## src/rtl/slt_sequencer_if.sv

```systemverilog
// Start/busy/done handshake bundle for the digit-serial set-less-than unit.
// The master (controller) issues compares and the slave (slt_sequencer) returns the flag word.
interface slt_sequencer_if #(
    parameter int DATA_W = 32
);
    logic              start;
    logic [DATA_W-1:0] a;
    logic [DATA_W-1:0] b;
    logic              is_unsigned;
    logic              busy;
    logic              done;
    logic [DATA_W-1:0] result;

    modport master (
        output start, a, b, is_unsigned,
        input  busy, done, result
    );

    modport slave (
        input  start, a, b, is_unsigned,
        output busy, done, result
    );
endinterface

```

## src/rtl/slt_sequencer.sv

```systemverilog
// Multi-cycle slt/sltu unit: compares DIGIT_W bits per cycle from the MSB down.
// Optional macro SLT_SEQ_EARLY_EXIT_EN finishes on the first differing digit.
module slt_sequencer #(
    parameter int DATA_W  = 32,
    parameter int DIGIT_W = 4
) (
    input  logic            clk,
    input  logic            reset,
    slt_sequencer_if.slave  bus
);
    localparam int NDIG  = DATA_W / DIGIT_W;
    localparam int CNT_W = (NDIG > 1) ? $clog2(NDIG) : 1;
    localparam logic [CNT_W-1:0] LAST = CNT_W'(NDIG - 1);

    typedef enum logic {IDLE, COMPARE} state_t;

    state_t             state;
    state_t             state_nxt;
    logic [DATA_W-1:0]  opa_p0;
    logic [DATA_W-1:0]  opb_p0;
    logic [CNT_W-1:0]   cnt;
    logic               decided;
    logic               lt;
    logic               res_lt;
    logic               done_q;

    logic [DIGIT_W-1:0] dig_a;
    logic [DIGIT_W-1:0] dig_b;
    logic               diff;
    logic               lt_nxt;
    logic               finish;

    // Flipping the sign bit turns two's-complement order into plain unsigned order.
    function automatic logic [DATA_W-1:0] order_map(input logic [DATA_W-1:0] x,
                                                    input logic uns);
        logic [DATA_W-1:0] m;
        m = x;
        if (!uns) m[DATA_W-1] = ~x[DATA_W-1];
        return m;
    endfunction

    assign dig_a  = opa_p0[DATA_W-1 -: DIGIT_W];
    assign dig_b  = opb_p0[DATA_W-1 -: DIGIT_W];
    assign diff   = !decided && (dig_a != dig_b);
    assign lt_nxt = diff ? (dig_a < dig_b) : lt;

`ifdef SLT_SEQ_EARLY_EXIT_EN
    assign finish = (state == COMPARE) && ((cnt == LAST) || diff);
`else
    assign finish = (state == COMPARE) && (cnt == LAST);
`endif

    always_ff @(posedge clk or posedge reset) begin
        if (reset) state <= IDLE;
        else       state <= state_nxt;
    end

    always_comb begin
        state_nxt = state;
        case (state)
            IDLE:    if (bus.start) state_nxt = COMPARE;
            COMPARE: if (finish)    state_nxt = IDLE;
            default: state_nxt = IDLE;
        endcase
    end

    always_comb begin
        bus.busy   = (state == COMPARE);
        bus.done   = done_q;
        bus.result = {{(DATA_W-1){1'b0}}, res_lt};
    end

    // Operand capture in IDLE, one digit consumed per edge in COMPARE.
    always_ff @(posedge clk or posedge reset) begin
        if (reset) begin
            opa_p0  <= '0;
            opb_p0  <= '0;
            cnt     <= '0;
            decided <= 1'b0;
            lt      <= 1'b0;
            res_lt  <= 1'b0;
            done_q  <= 1'b0;
        end else begin
            done_q <= 1'b0;
            if (state == IDLE) begin
                if (bus.start) begin
                    opa_p0  <= order_map(bus.a, bus.is_unsigned);
                    opb_p0  <= order_map(bus.b, bus.is_unsigned);
                    cnt     <= '0;
                    decided <= 1'b0;
                    lt      <= 1'b0;
                end
            end else begin
                opa_p0  <= opa_p0 << DIGIT_W;
                opb_p0  <= opb_p0 << DIGIT_W;
                cnt     <= cnt + CNT_W'(1);
                decided <= decided | diff;
                lt      <= lt_nxt;
                if (finish) begin
                    res_lt <= lt_nxt;
                    done_q <= 1'b1;
                end
            end
        end
    end
endmodule

```

## src/flat_wrapper.sv

```systemverilog
// flat-port wrapper written by rule: the top's interface ports become plain ports
module slt_sequencer_flat 
#(
    parameter int DATA_W  = 32,
    parameter int DIGIT_W = 4
)
  (clk, reset, bus_start, bus_a, bus_b, bus_is_unsigned, bus_busy, bus_done, bus_result);
  slt_sequencer_if #(.DATA_W(DATA_W)) bus_i ();
  input  logic clk;
  input  logic reset;
  input wire logic [$bits(bus_i.start)-1:0] bus_start;
  input wire logic [$bits(bus_i.a)-1:0] bus_a;
  input wire logic [$bits(bus_i.b)-1:0] bus_b;
  input wire logic [$bits(bus_i.is_unsigned)-1:0] bus_is_unsigned;
  output wire logic [$bits(bus_i.busy)-1:0] bus_busy;
  output wire logic [$bits(bus_i.done)-1:0] bus_done;
  output wire logic [$bits(bus_i.result)-1:0] bus_result;
  assign bus_i.start = bus_start;
  assign bus_i.a = bus_a;
  assign bus_i.b = bus_b;
  assign bus_i.is_unsigned = bus_is_unsigned;
  assign bus_busy = bus_i.busy;
  assign bus_done = bus_i.done;
  assign bus_result = bus_i.result;
  slt_sequencer #(.DATA_W(DATA_W), .DIGIT_W(DIGIT_W)) u_core (.clk(clk), .reset(reset), .bus(bus_i));
endmodule
```

## config.mk

```make
export PLATFORM = sky130hd
export DESIGN_NAME = slt_sequencer_flat
export DESIGN_NICKNAME = d
export VERILOG_FILES = /design/src/rtl/slt_sequencer_if.sv /design/src/rtl/slt_sequencer.sv /design/src/flat_wrapper.sv
export SDC_FILE = /design/constraint.sdc
export NUM_CORES = 1
export LEC_CHECK = 0
export BUFFER_PORTS_ARGS = -buffer_cell sky130_fd_sc_hd__buf_2
export CAP_MARGIN = 25
export CORE_ASPECT_RATIO = 1.4
export CORE_MARGIN = 2
export CORE_UTILIZATION = 52
export DETAILED_ROUTE_END_ITERATION = 7
export PLACE_DENSITY_LB_ADDON = 0.15
export SLEW_MARGIN = 40
export SYNTH_ARGS = -nofsm -noshare
export SYNTH_HDL_FRONTEND = slang
export SYNTH_SLANG_ARGS = --single-unit
```

## constraint.sdc

```tcl
create_clock -name clk -period 2.3 [get_ports clk]
set_input_delay 0.23 -clock clk [delete_from_list [all_inputs] [get_ports clk]]
set_output_delay 0.23 -clock clk [all_outputs]
set_load 0.01 [all_outputs]
```

==> results of run 1 <==
-- what timing repair did --
item	4_1_cts	5_1_grt
hold endpoints to repair	24	0
resized for setup	0	0
hold buffers	1	0
-- cells in the final DEF (no fill, tap or decap) --
master          n
and2_1          1
clkinv_2        1
clkinv_4        1
inv_1           5
dfrtp_1        71
mux2i_1        64
ha_1            6
mux2_4          1
mux2_2          1
a22o_1          1
clkbuf_8       10
bufinv_16       2
conb_1         31
inv_2           1
o211ai_1        1
dfrtp_4         1
nand4_1         1
o21ai_1        20
nor2b_1         1
buf_4           4
dlygate4sd3_1   1
buf_12          3
a22o_2          1
xnor2_1         2
o21ai_0        39
nand2b_1        1
nand2_1        58
buf_2          69
nor2_1         10
a211oi_1        1
clkinvlp_4      1
a32o_1          1
-- per-stage QoR --
step                area [um^2]  worst slack [ps]  total power, W
finish                     4100               753         0.00444
global route               4100               677         0.00479
CTS                        4100               760         0.00449
detailed placement         3870               779         0.00338
global placement           3870               842         0.00331
floorplan                  3710               245         0.00306
-- state kept, by name, summed over array words and instances (netlist names) --
name and flops:
u_core.lt 1, u_core.bus.busy 1, u_core.cnt 3, u_core.opb_p0 32, u_core.res_lt 1, u_core.opa_p0 32, u_core.bus.done 1, u_core.decided 1
-- synthesized netlist by cell type, drive strengths merged --
cell    number
nand2b       1
buf         47
inv          6
o211ai       1
nand4        1
nor2        10
clkbuf       7
dfrtp       72
o21ai       59
nand2       58
a211oi       1
xnor2        2
a22o         2
ha           6
a32o         1
mux2         2
conb         1
nor2b        1
and2         1
mux2i       64
-- final cells by class --
type / instances / area [um^2] / area share
Sequential cell: 72 / 1810 / 0.440
Multi-Input combinational cell: 241 / 1500 / 0.364
Timing Repair Buffer: 77 / 445 / 0.109
Clock buffer: 10 / 138 / 0.0335
Tap cell: 92 / 115 / 0.0281
Clock inverter: 5 / 81.3 / 0.0198
Inverter: 6 / 22.5 / 0.00549
-- final timing paths --
kind / to / cells after the start / slack (ps) / startpoint
min reg2reg: u_core.opa_p0[27]$_DFFE_PP0P_ / 2 / 470 / u_core.opa_p0[23]$_DFFE_PP0P_
min: u_core.opb_p0[1]$_DFFE_PP0P_ / 3 / 130 / bus_b[1]
max in group asynchronous: u_core.opb_p0[24]$_DFFE_PP0P_ / 4 / 1120 / reset
max reg2reg: u_core.res_lt$_DFFE_PP0P_ / 5 / 750 / u_core.opa_p0[29]$_DFFE_PP0P_
max: u_core.res_lt$_DFFE_PP0P_ / 5 / 750 / u_core.opa_p0[29]$_DFFE_PP0P_
min in group asynchronous: u_core.opa_p0[4]$_DFFE_PP0P_ / 3 / 510 / reset
-- cells by family after synthesis --
group / share of synthesized area
fa+ha+maj: 0.0208
other cells: 0.00104
compound gates: 0.0942
flops: 0.500
mux: 0.185
xor+xnor: 0.00487
simple gates: 0.0778
buf+inv: 0.116
-- worst max-delay path: stages (launching register included) --
cell and delay, ps:
dfrtp_1 390, ha_1 290, nor2b_1 150, o211ai_1 110, a32o_1 250, mux2_4 250
-- routing by layer --
layer  global-route usage  routed length [um]  up-vias
met4               0.0920                 116        0
li1                     -                   -     1226
met2                0.311                3320       60
met3               0.0316                 259        9
met1                0.241                2830     1152
met5                    0                   0        -
-- power breakdown --
part           total, W  internal (W)  leakage (nW)  switching (W)
Combinational   0.00130      0.000569          1.06       0.000727
Sequential      0.00204       0.00173         0.954       0.000304
Clock           0.00110      0.000635         0.108       0.000467
Total           0.00444       0.00294          2.12        0.00150
==> metrics.yaml, run 1 <==
synth:
  synth.area.top_cells: "dfrtp_1, mux2i_1, buf_4"
  ys_seq_area_frac: 0.500
  synth_area_um2: 3600
  synth_top_area_cell: "dfrtp_1"
  synth_top_cell_area_share: 0.500
  syn_area_per_cell_um2: 10.5
  synth.distinct_cells: 26
  yosysWarnings: 0
  synth_seq_cells: 72
  syn_inst: 343
worst_setup_path:
  crit_fanout: 2
  required_ps: 2520
  endpoint_kind: "flop"
  critical_path_arrival_ps: 1770
  critPathLaunchType: "flop"
  crit_type: "flop to flop"
route:
  ant_nets: 0
  drt-initial-drc-count: 107
  firstDrtPassIters: 4
  finalWirelength_mm: 6.53
  vias: 2447
  detail_route.wl_per_cell_um: 13.0
  drcViolationCount: 0
  vias_per_cell: 4.86
run:
  cap_violations: 0
final_layout:
  num-fill-cells: 630
  fin_util: 0.616
  final_nets: 481
  fin_cells: 503
  diodes: 0
  syn_to_final_growth_pct: 13.9
  drive_gt1_frac: 0.234
global_route:
  grt_pass1_vias: 2427
  grt_overflow: 0
  grt_max_degree: 71
  grt_pass1_wl_mm: 11.0
  track_usage: 0.189
  antenna_found_initial: 0
place:
  io_buffers: 70
  hpwlAfterDp_mm: 4.58
  dp_cells: 487
  gp_congestion: 0.708
timing:
  fmax_ghz: 0.646
  rsz0062_at_grt: "no"
  worstMarginPinSlew_ps: 571
  period_share: 0.673
  hold_violations: 0
  slew_headroom: 0.619
  min_period_ps: 1550
  fin_setup_tns_ps: 0
  holdWs_ps: 133
  slew_violations: 0
  fin_worst_skew_ps: 10.8
  setup_viol: 0
run_status:
  outcome: "completed"
hold_path:
  hp-class: "input port to flop"
floorplanning:
  dieArea_um2: 7620
  coreArea_um2: 6660
  die_x_um: 74.3
  io_pins: 102
  initial_core_util: 0.541
  die_h_um: 102
  rows: 35
clock_network:
  clk_latency_ps: 340
  cts_tree: "done"
  cts_root_buf: "clkbuf_8"
  max-clock-path-buffers: 2
  cts.sinks: 72
  cts_buffers: 9
  clk_pin_slew_ps: 80
  cts.htree.levels: 3
  cts_setup_buffers: 0
power_and_ir_drop:
  ir_drop_v: 0.000511
  p_leak_nw: 2.12
  powerDensity_nw_per_um2: 1080
No activity file was read; power rests on OpenSTA's default activity.
==> run 2: changes to the inputs <==
--- a/config.mk
+++ b/config.mk
@@ -5,11 +5,12 @@
 export SDC_FILE = /design/constraint.sdc
 export NUM_CORES = 1
 export LEC_CHECK = 0
+export ABC_AREA = 1
 export BUFFER_PORTS_ARGS = -buffer_cell sky130_fd_sc_hd__buf_2
 export CAP_MARGIN = 25
 export CORE_ASPECT_RATIO = 1.4
 export CORE_MARGIN = 2
-export CORE_UTILIZATION = 52
+export CORE_UTILIZATION = 51
 export DETAILED_ROUTE_END_ITERATION = 7
 export PLACE_DENSITY_LB_ADDON = 0.15
 export SLEW_MARGIN = 40
==> constraint.sdc (replaced) <==
create_clock -name clk -period 1.6 [get_ports clk]
set_input_delay 0.16 -clock clk [delete_from_list [all_inputs] [get_ports clk]]
set_output_delay 0.16 -clock clk [all_outputs]
set_load 0.01 [all_outputs]
==> metrics.yaml, run 2 <==
run_status:
  outcome: "completed"
floorplanning:
  die_h_um: 100
  initial_core_util: 0.519
  io_pins: 102
  die_x_um: 72.9
  coreArea_um2: 6530
  rows: 35
  dieArea_um2: 7320
synth:
  synth-xor-area-share: 0.00517
  syn_inst: 394
  yosysWarnings: 0
  synthMuxAreaShare: 0
  synth_top_family_by_area: "simple AND/OR/NAND/NOR gates"
  synth-edff-count: 0
  ys_seq_area_frac: 0.532
  yosysMostFrequentCell: "nand2_1"
  yosys.area_share.simple: 0.263
  synth_compound_area_frac: 0.0602
  synth_seq_cells: 72
  synth_common_cells: "nand2_1, dfrtp_1, nand3_1, buf_4, buf_2"
  synth_top_flop_cell: "dfrtp_1"
  yosys.area_share.adder: 0.0222
  synth_area_um2: 3390
  synth_top_area_cell: "dfrtp_1"
  synth_top_cell_area_share: 0.532
  synth.area.top_cells: "dfrtp_1, nand2_1, buf_4"
  syn_area_per_cell_um2: 8.59
  synth.distinct_cells: 19
  ys_async_sr_fraction: 1.00
clock_network:
  clk_latency_ps: 340
  cts_root_buf: "clkbuf_8"
  cts.sinks: 72
  clk_pin_slew_ps: 80
  cts_tree: "done"
  cts_setup_buffers: 0
  cts_buffers: 9
  max-clock-path-buffers: 2
  cts.htree.levels: 3
final_layout:
  final_nets: 538
  reg_top3: "u_core.opa_p0 x32, u_core.opb_p0 x32, u_core.cnt x3"
  mostFrequentLayoutCell: "nand2_1"
  fin_util: 0.611
  drive_gt1_frac: 0.213
  diodes: 0
  most-common-layout-cells: "nand2_1, dfrtp_1, buf_2"
  syn_to_final_growth_pct: 17.7
route:
  firstDrtPassIters: 4
  drt-initial-drc-count: 152
  finalWirelength_mm: 6.63
  vias_per_cell: 4.95
  drcViolationCount: 0
  vias: 2688
  detail_route.wl_per_cell_um: 12.2
  ant_nets: 0
global_route:
  track_usage: 0.197
  grt_overflow: 0
  grt_pass1_wl_mm: 11.2
  grt_pass1_vias: 2574
  antenna_found_initial: 0
  grt_max_degree: 59
worst_setup_path:
  crit_fanout: 58
  required_ps: 1440
  ff2ff_path_depth: 6
  critical_path_arrival_ps: 1300
  crit_start: "u_core.bus.busy$_DFF_PP0_"
  critPathLaunchType: "flop"
  crit_type: "flop to output port"
  worstReg2RegStart: "u_core.bus.busy$_DFF_PP0_"
  endpoint_kind: "output port"
timing:
  fin_worst_skew_ps: 8.34
  fmax_ghz: 0.684
  hold_violations: 0
  period_share: 0.914
  slew_violations: 0
  rsz0062_at_grt: "no"
  fin_setup_tns_ps: 0
  holdWs_ps: 35.1
  min_period_ps: 1460
  layout_setup_ws_ps: 137
  setup_viol: 0
power_and_ir_drop:
  swShare: 0.342
  p_total_w: 0.00657
  pwr-share-comb: 0.318
  intPower_w: 0.00432
  clkPwrFrac: 0.247
  powerDensity_nw_per_um2: 1650
  p_switching_w: 0.00225
  ir_drop_v: 0.000841
  p_seq_frac: 0.435
  p_leak_nw: 2.10
hold_path:
  min_from: "bus_a[9]"
  min_path_cells: 3
  hp-class: "input port to flop"
place:
  gp_congestion: 0.799
  io_buffers: 70
  place_ws_ps: 199
  hpwlAfterDp_mm: 4.64
run:
  cap_violations: 0
[run 2: cell types whose count changed after synthesis, sizes merged, moves of 3 or more]
cell	delta
a22o	+8
clkbuf	-5
inv	+11
mux2i	-64
nand2	+110
nand3	+45
nor2	-3
o211ai	+11
o21ai	-59
[run 2: worst max-delay path: stages (launching register included)]
cell and delay (ps):
dfrtp_2 380, buf_6 360, buf_2 210
[run 2: path summary, 6_finish.rpt]
check / slack, ps / endpoint
hold reg to reg: 480 / u_core.cnt[0]$_DFFE_PP0P_
max in group asynchronous: 790 / u_core.opa_p0[2]$_DFFE_PP0P_
setup reg to reg: 180 / u_core.opb_p0[22]$_DFFE_PP0P_
setup / recovery: 140 / bus_busy
hold / removal: 40 / u_core.opa_p0[9]$_DFFE_PP0P_
min in group asynchronous: 280 / u_core.opa_p0[29]$_DFFE_PP0P_
[run 2: power by group through the flow]
stage / clock [W] / sequential [W] / combinational, W
2_1_floorplan: 0 / 0.00280 / 0.00164
3_3_place_gp: 0 / 0.00286 / 0.00206
3_5_place_dp: 0 / 0.00288 / 0.00213
4_1_cts: 0.00165 / 0.00286 / 0.00215
5_1_grt: 0.00172 / 0.00293 / 0.00244
6_report: 0.00163 / 0.00286 / 0.00209
[run 2: layout make-up]
| cell class | count | area [um^2] |
|---|---|---|
| flip-flops and latches | 72 | 1800 |
| clock inverters | 4 | 76.3 |
| fillers | 601 | 2540 |
| inverters | 17 | 67.6 |
| clock buffers | 12 | 155 |
| multi-input cells | 285 | 1310 |
| well taps | 74 | 92.6 |
| repair buffers | 79 | 487 |
[run 2: metrics by stage]
step           cells  cell area (um^2)
3_5_place_dp     526              3740
2_1_floorplan    424              3500
5_1_grt          543              3990
4_1_cts          543              3990
6_report         543              3990
3_3_place_gp     526              3740
[run 2: routing by layer]
metal	track usage	vias up	part of all wire
li1	-	1334	-
met1	0.245	1272	0.44
met2	0.333	74	0.51
met3	0.0392	8	0.039
met4	0.0769	0	0.015
met5	0	-	0
[run 2: cell families after synthesis]
| logic type | Yosys count |
|---|---|
| fa+ha+maj | 6 |
| xor+xnor | 2 |
| buf+inv | 67 |
| flops | 72 |
| simple gates | 220 |
| other cells | 1 |
| compound gates | 26 |
[run 2: what timing repair did]
| item | CTS | global route |
|---|---|---|
| hold buffers | 1 | 0 |
| endpoints found under the setup margin | 1 | 0 |
| hold endpoints to repair | 30 | 0 |
| resized for setup | 1 | 0 |
